==> src/rtl/axi_lite_aw_slave_if.sv <==
// rtl/axi_lite_aw_slave_if.sv - AXI-lite write-address channel plus local consumer port bundle
interface axi_lite_aw_slave_if #(
    parameter int DEPTH = 4
);
    logic [31:0]              AWADDR;
    logic                     AWVALID;
    logic                     AWREADY;
    logic [31:0]              addr_out;
    logic                     addr_err;
    logic                     addr_valid;
    logic                     addr_ready;
    logic [$clog2(DEPTH):0]   level;
    logic [7:0]               err_cnt;

    modport slave (
        input  AWADDR, AWVALID, addr_ready,
        output AWREADY, addr_out, addr_err, addr_valid, level, err_cnt
    );

    modport master (
        output AWADDR, AWVALID, addr_ready,
        input  AWREADY, addr_out, addr_err, addr_valid, level, err_cnt
    );
endinterface

==> src/rtl/axi_lite_aw_slave.sv <==
// rtl/axi_lite_aw_slave.sv - AXI-lite AW slave with region decode and fall-through address buffer
module axi_lite_aw_slave #(
    parameter int          DEPTH     = 4,
    parameter logic [31:0] BASE_ADDR = 32'h0000_0000,
    parameter logic [31:0] ADDR_MASK = 32'hFFFF_F000
) (
    input  logic                 clk,
    input  logic                 reset,
    axi_lite_aw_slave_if.slave   bus
);
    localparam int AW = $clog2(DEPTH);
    localparam int LW = AW + 1;

    logic [32:0]   mem_q [DEPTH];
    logic [AW-1:0] wr_ptr_q, wr_ptr_d;
    logic [AW-1:0] rd_ptr_q, rd_ptr_d;
    logic [LW-1:0] level_q, level_d;
    logic          awready_q, awready_d;
    logic [7:0]    err_cnt_q, err_cnt_d;

    logic push, pop, err_in;

    assign err_in = ((bus.AWADDR & ADDR_MASK) != (BASE_ADDR & ADDR_MASK));
    assign push   = bus.AWVALID && awready_q;
    // Popping an empty buffer is impossible because addr_valid gates the pop.
    assign pop    = (level_q != '0) && bus.addr_ready;

    always_comb begin
        wr_ptr_d  = wr_ptr_q;
        rd_ptr_d  = rd_ptr_q;
        err_cnt_d = err_cnt_q;
        level_d   = level_q + LW'(push) - LW'(pop);
        if (push) begin
            wr_ptr_d = wr_ptr_q + 1'b1;
            if (err_in && (err_cnt_q != 8'hFF)) begin
                err_cnt_d = err_cnt_q + 8'd1;
            end
        end
        if (pop) begin
            rd_ptr_d = rd_ptr_q + 1'b1;
        end
        // Ready looks only at the post-edge level, so a full buffer never bypasses.
        awready_d = (level_d < LW'(DEPTH));
    end

    always_ff @(posedge clk or posedge reset) begin
        if (reset) begin
            wr_ptr_q  <= '0;
            rd_ptr_q  <= '0;
            level_q   <= '0;
            awready_q <= 1'b0;
            err_cnt_q <= '0;
        end else begin
            wr_ptr_q  <= wr_ptr_d;
            rd_ptr_q  <= rd_ptr_d;
            level_q   <= level_d;
            awready_q <= awready_d;
            err_cnt_q <= err_cnt_d;
        end
    end

    always_ff @(posedge clk) begin
        if (push) begin
            mem_q[wr_ptr_q] <= {err_in, bus.AWADDR};
        end
    end

    assign {bus.addr_err, bus.addr_out} = mem_q[rd_ptr_q];
    assign bus.addr_valid = (level_q != '0);
    assign bus.AWREADY    = awready_q;
    assign bus.level      = level_q;
    assign bus.err_cnt    = err_cnt_q;
endmodule

==> src/flat_wrapper.sv <==
// flat-port wrapper written by rule: the top's interface ports become plain ports
module axi_lite_aw_slave_flat 
#(
    parameter int          DEPTH     = 4,
    parameter logic [31:0] BASE_ADDR = 32'h0000_0000,
    parameter logic [31:0] ADDR_MASK = 32'hFFFF_F000
)
  (clk, reset, bus_AWADDR, bus_AWVALID, bus_addr_ready, bus_AWREADY, bus_addr_out, bus_addr_err, bus_addr_valid, bus_level, bus_err_cnt);
  axi_lite_aw_slave_if #(.DEPTH(DEPTH)) bus_i ();
  input  logic clk;
  input  logic reset;
  input wire logic [$bits(bus_i.AWADDR)-1:0] bus_AWADDR;
  input wire logic [$bits(bus_i.AWVALID)-1:0] bus_AWVALID;
  input wire logic [$bits(bus_i.addr_ready)-1:0] bus_addr_ready;
  output wire logic [$bits(bus_i.AWREADY)-1:0] bus_AWREADY;
  output wire logic [$bits(bus_i.addr_out)-1:0] bus_addr_out;
  output wire logic [$bits(bus_i.addr_err)-1:0] bus_addr_err;
  output wire logic [$bits(bus_i.addr_valid)-1:0] bus_addr_valid;
  output wire logic [$bits(bus_i.level)-1:0] bus_level;
  output wire logic [$bits(bus_i.err_cnt)-1:0] bus_err_cnt;
  assign bus_i.AWADDR = bus_AWADDR;
  assign bus_i.AWVALID = bus_AWVALID;
  assign bus_i.addr_ready = bus_addr_ready;
  assign bus_AWREADY = bus_i.AWREADY;
  assign bus_addr_out = bus_i.addr_out;
  assign bus_addr_err = bus_i.addr_err;
  assign bus_addr_valid = bus_i.addr_valid;
  assign bus_level = bus_i.level;
  assign bus_err_cnt = bus_i.err_cnt;
  axi_lite_aw_slave #(.DEPTH(DEPTH), .BASE_ADDR(BASE_ADDR), .ADDR_MASK(ADDR_MASK)) u_core (.clk(clk), .reset(reset), .bus(bus_i));
endmodule
==> config.mk <==
export PLATFORM = sky130hd
export DESIGN_NAME = axi_lite_aw_slave_flat
export DESIGN_NICKNAME = d
export VERILOG_FILES = /design/src/rtl/axi_lite_aw_slave_if.sv /design/src/rtl/axi_lite_aw_slave.sv /design/src/flat_wrapper.sv
export SDC_FILE = /design/constraint.sdc
export NUM_CORES = 1
export LEC_CHECK = 0
export CAP_MARGIN = 20
export CORE_MARGIN = 1.5
export CORE_UTILIZATION = 49
export DETAILED_ROUTE_END_ITERATION = 16
export PLACE_DENSITY = 0.85
export SYNTH_ARGS = -nofsm -noshare
export SYNTH_HDL_FRONTEND = slang
export SYNTH_SLANG_ARGS = --single-unit
==> constraint.sdc <==
create_clock -name clk -period 2.46 [get_ports clk]
set_input_delay 0.615 -clock clk [delete_from_list [all_inputs] [get_ports clk]]
set_output_delay 0.615 -clock clk [all_outputs]
set_load 0.01 [all_outputs]
**After elaboration in Yosys (flattened, before gate mapping)**

Memories as Yosys holds them, arrays and structs flattened.
Cells that the tools add are included.

- Logic and storage cells: 21
- Memories kept: 1
- RAM bits: 132
- Bits in registers: 16
- Input port bits: 36

Memories:

| name | words | width | read ports | clocked after Yosys merged registers in | write ports | RTL line | source |
|---|---|---|---|---|---|---|---|
| u_core.mem_q | 4 | 33 | 1 | 0 | 1 | axi_lite_aw_slave.sv:14 | `logic [32:0] mem_q [DEPTH];` |

- Eq/ne operators: 1
- Order comparisons: 1
- Add/subtract/negate cells: 5
- Reductions and logical operators: 6
- Muxes and demuxes: 2

Operators with widths:

| operator | number |
|---|---|
| $reduce_bool A32 Y1 | 1 |
| $add A8 B1 Y8 const B | 1 |
| $ne A8 B8 Y1 const B | 1 |
| $add A2 B1 Y2 const B | 2 |
| $add A3 B1 Y3 | 1 |
| $logic_and A1 B1 Y1 | 3 |
| $lt A3 B3 Y1 const B | 1 |
| $reduce_bool A3 Y1 | 1 |
| $sub A3 B1 Y3 | 1 |
| $mux W1 | 2 |
| $reduce_and A2 Y1 | 1 |

**Depth between registers and ports, before layout**

- Depth in word-level cells: 4
- Mapped depth: 10
- Gate-level depth less buffers: 10

**Least setup slack after synthesis**

Ideal clock, no wire load.

- Path kind: register to register
- Start: register u_core.level_q[1], in the netlist u_core.bus.level[1]
- End: register u_core.level_q[2], in the netlist u_core.bus.level[2]
- Path buffers: 0
- Path slack: 0.039 ns
- Arrival time: 2.300 ns
- Stages on the path, launching flop included: 11
- Required time: 2.339 ns
- Path through: dfrtp_1 or3_1 and2_1 ha_1 inv_1 ha_1 inv_1 fa_1 xnor2_1 xor2_1 inv_1

- Longest elaborated chain between the ends: 3

Ends and longest elaborated chain:

| element | RTL line | source |
|---|---|---|
| from (decl) | axi_lite_aw_slave.sv:17 | `logic [LW-1:0] level_q, level_d;` |
| from (signal assigned) | axi_lite_aw_slave.sv:56 | `level_q <= level_d;` |
| $reduce_bool A3 Y1 | -- |  |
| via bus_addr_valid | flat_wrapper.sv:18 | `output wire logic [$bits(bus_i.addr_valid)-1:0] bus_addr_valid;` |
| $logic_and A1 B1 Y1 | axi_lite_aw_slave.sv:26 | `assign pop = (level_q != '0) && bus.addr_ready;` |
| via u_core.pop | axi_lite_aw_slave.sv:21 | `logic push, pop, err_in;` |
| $sub A3 B1 Y3 | axi_lite_aw_slave.sv:32 | `level_d = level_q + LW'(push) - LW'(pop);` |
| via u_core.level_d[2] | axi_lite_aw_slave.sv:17 |  |

The timed path passes the listed nets, and every way through them passes these cells.
A chain may end at the register's enable or synchronous reset.

**Worst setup path after layout**

- Start: register u_core.rd_ptr_q[0]
- End: output port bus_addr_out[2]

- Longest elaborated chain between the ends: 1

Ends and longest elaborated chain:

| element | RTL line | source |
|---|---|---|
| from (decl) | axi_lite_aw_slave.sv:16 | `logic [AW-1:0] rd_ptr_q, rd_ptr_d;` |
| from (signal assigned) | axi_lite_aw_slave.sv:55 | `rd_ptr_q <= rd_ptr_d;` |
| $mem_v2 Z4 W33 | -- |  |
| to (decl) | flat_wrapper.sv:16 | `output wire logic [$bits(bus_i.addr_out)-1:0] bus_addr_out;` |

Every way passes these cells.

==> impl_metrics.tcl <==
set metrics [dict create \
    status "finished clean" \
    timing.hold.ws_ns 0.508 \
    setup_repair_after_global_routing_missed_its_margin "true" \
    clock_skews_ns 0.00733 \
    worstPathBufferInverterCount 2 \
    wirelength_um 10600 \
    fill_cells 774 \
    synth-compound-area-share 0.00864 \
    kind_of_launch_point_of_the_worst_setup_path "flop" \
    cts_sinks 148 \
    vias_in_the_first_global_route 2960 \
    drive_gt1_frac 0.360 \
    antenna_cells 0 \
    final_nets 414 \
    grt_max_degree 34 \
    grt_first_pass_wirelength_um 15900 \
    critical-path-top-delay-family "buffers and inverters" \
    antenna_found_initial 0 \
    synth.distinct_cells 28 \
    synth_nets 296 \
    timing.critical_path.slowest_cell_delay_ns 0.49 \
    post-synth-top-area-fraction 0.702 \
    synth_top_cell_by_area "edfxtp_1" \
    cts_tree "done" \
    yosys_warnings 0 \
    synth_fa_ha_area_frac 0.0190 \
    clk_transition_reported_paths_ns 0.06 \
    dr.pass1.iters 5 \
    cts_root_buffer "clkbuf_16" \
    core_region_area_um2 11300 \
    share_of_synthesized_cell_area_in_and_or_nand_and_nor_gates 0.0339 \
    report.final.setup_viol 0 \
    worst_slew_pin_slew_ns 0.625 \
    critPathKind "flop to output pin" \
    achievable-frequency_mhz 413 \
    post-dp-hpwl_um 6490 \
    floorplan.die.height_um 110 \
    hold_viol_final 0 \
    die_area_um2 12200 \
    postSynthCellCount 252 \
    via_per_inst 5.34 \
    vias 2808 \
    crit_path_slowest_cell "mux4_2" \
    initial_detailed_routing_violation_count 127 \
    power_density_nw_per_um2 1180 \
    drv.max_cap_violation_count 0 \
    leakagePower_nw 2.61 \
    worstHoldPathType "flop to flop" \
    synth_area_per_cell_um2 22.4 \
    area_growth_pct 30.6 \
    port_buffers 81 \
    cts.htree.levels 4 \
    timing.final.max_slew_violations 0 \
    netlist_top_cells_area "edfxtp_1, mux4_2, dfrtp_1" \
    stdcell_area_um2 7380 \
    number_of_storage_elements_in_the_synthesis_netlist 148 \
    globalRoute.totalOverflow 0 \
    route.detailed.wl_per_inst_um 20.2 \
    design.portCount 82 \
    worst_setup_path_end_kind "output pin" \
    synth.area.mux_share 0.134 \
    yosys.area_share.xor_xnor 0.0186 \
    track_usage 0.189 \
    worstPathArrival_ns 1.80 \
    fin_crit_ns 2.42 \
    numCtsBuffers 17 \
    chipWidth_um 110 \
    globalplace.congestion 0.731 \
    max-vdd-ir-drop_uv 700 \
    cts-root-to-sink-buffers 2 \
    placed_area_um2 6810 \
    worstPathCellList "bufbuf_16, mux4_2, clkdlybuf4s15_2" \
    relSlewSlack 0.583 \
    netlist_area_um2 5650 \
    floorplan.rows 39 \
    synth_sequential_area_ratio 0.772 \
    report.power.total_w 0.00873 \
    worstSkewPairLatency_ns 0.41 \
    remaining_drc_errors 0 \
    timing.critical_path.required_ns 1.85 \
    min_period_over_period 0.984 \
    antenna_violating_nets_post_route 0 \
    critical_path_peak_fanout 6 \
    floorplan.initialDensity 0.499 \
    largest_family_of_logic_cells_by_synthesized_area "multiplexers" \
]
layout by cell type (no fill, tap or decap), types with 4 or more instances in the layout:
master / Yosys / final
edfxtp_1: 132 / 132
clkdlybuf4s50_1: 0 / 48
mux4_2: 33 / 33
buf_2: 3 / 20
buf_4: 3 / 18
clkbuf_16: 0 / 17
dfrtp_1: 16 / 15
inv_1: 9 / 9
xor2_1: 8 / 8
ha_1: 7 / 7
nand2_1: 6 / 6
clkinvlp_4: 0 / 6
clkbuf_2: 0 / 6
buf_12: 0 / 6
buf_6: 0 / 5
nand3_1: 4 / 4
and3_2: 0 / 4
worst paths after layout:
kind / start / endpoint / slack, ns / cells past startpoint
setup / recovery: u_core.rd_ptr_q[0] / bus_addr_out[2] / 0.04 / 3
hold / removal: u_core.bus.err_cnt[6] / u_core.bus.err_cnt[6] / 0.51 / 1
setup reg to reg: u_core.bus.level[2] / u_core.bus.level[2] / 0.12 / 10
hold reg to reg: u_core.bus.err_cnt[6] / u_core.bus.err_cnt[6] / 0.51 / 1
max in group asynchronous: reset / u_core.rd_ptr_q[0] / 1.43 / 2
min in group asynchronous: reset / u_core.bus.err_cnt[6] / 0.58 / 2
cells by family after synthesis:
logic type,after synthesis
and+or+nand+nor,30
DFF,148
AOI/OAI and AO/OA,3
xor gates and xnor gates,12
adders and majority gates,8
buffers and inverters,17
muxes,34
through the flow:
stage / TNS [ns] / instances / worst slack (ns) / utilization
floorplan: 0 / 252 / 0.0391 / -
global placement: -0.0743 / 488 / -0.0743 / 0.602
detailed placement: -0.210 / 488 / -0.147 / 0.602
CTS: -0.0861 / 525 / -0.0202 / 0.655
global route: -0.116 / 526 / -0.0484 / 0.652
finish: 0 / 526 / 0.0406 / 0.652
Yosys cell counts:
master,count
ha_1,7
buf_4,3
o21ai_0,1
edfxtp_1,132
nor2_1,3
and2_1,1
or2_1,1
nand2_1,6
and4_4,1
xnor2_1,4
nor4_1,2
nand4_1,1
mux4_2,33
dfrtp_1,16
buf_1,1
mux2_1,1
inv_1,9
and3_1,5
nor3_2,2
nand3_1,4
o21ai_4,1
xor2_1,8
nor4_2,3
a41oi_4,1
clkbuf_1,1
or3_1,1
buf_2,3
fa_1,1
per-layer routing:
layer / GRT usage / vias up / wire [µm]
met5: 0 / - / 0
met4: 0.0604 / 0 / 60
met3: 0.0647 / 6 / 530
met2: 0.308 / 74 / 5550
met1: 0.242 / 1462 / 4460
li1: - / 1266 / -
state kept, by name, summed over array words and instances (netlist names):
name,count
u_core.mem_q,132
u_core.bus.err_cnt,8
u_core.bus.level,3
u_core.rd_ptr_q,2
u_core.wr_ptr_q,2
u_core.bus.AWREADY,1
layout make-up:
cell class | count | area, µm² | area share
multi-input cells | 87 | 1230 | 0.167
repair buffers | 107 | 1000 | 0.136
clock buffers | 19 | 433 | 0.0586
well taps | 143 | 179 | 0.0242
inverters | 9 | 33.8 | 0.00458
clock inverters | 13 | 136 | 0.0185
flip-flops and latches | 148 | 4370 | 0.591
repair_timing:
| action | in CTS | in global routing |
|---|---|---|
| pin swaps | 0 | 2 |
| hold buffers | 0 | 0 |
| endpoints found under the setup margin | 33 | 24 |
| resized for setup | 109 | 25 |
| setup buffers | 3 | 1 |
| endpoints found under the hold margin | 0 | 0 |
| cloned | 2 | 0 |
where the power goes:
part           switching [W]  internal (W)
logic                0.00131       0.00158
registers           0.000208       0.00319
clock network       0.000955       0.00148
total                0.00247       0.00626
No activity file was read; power rests on OpenSTA's default activity.
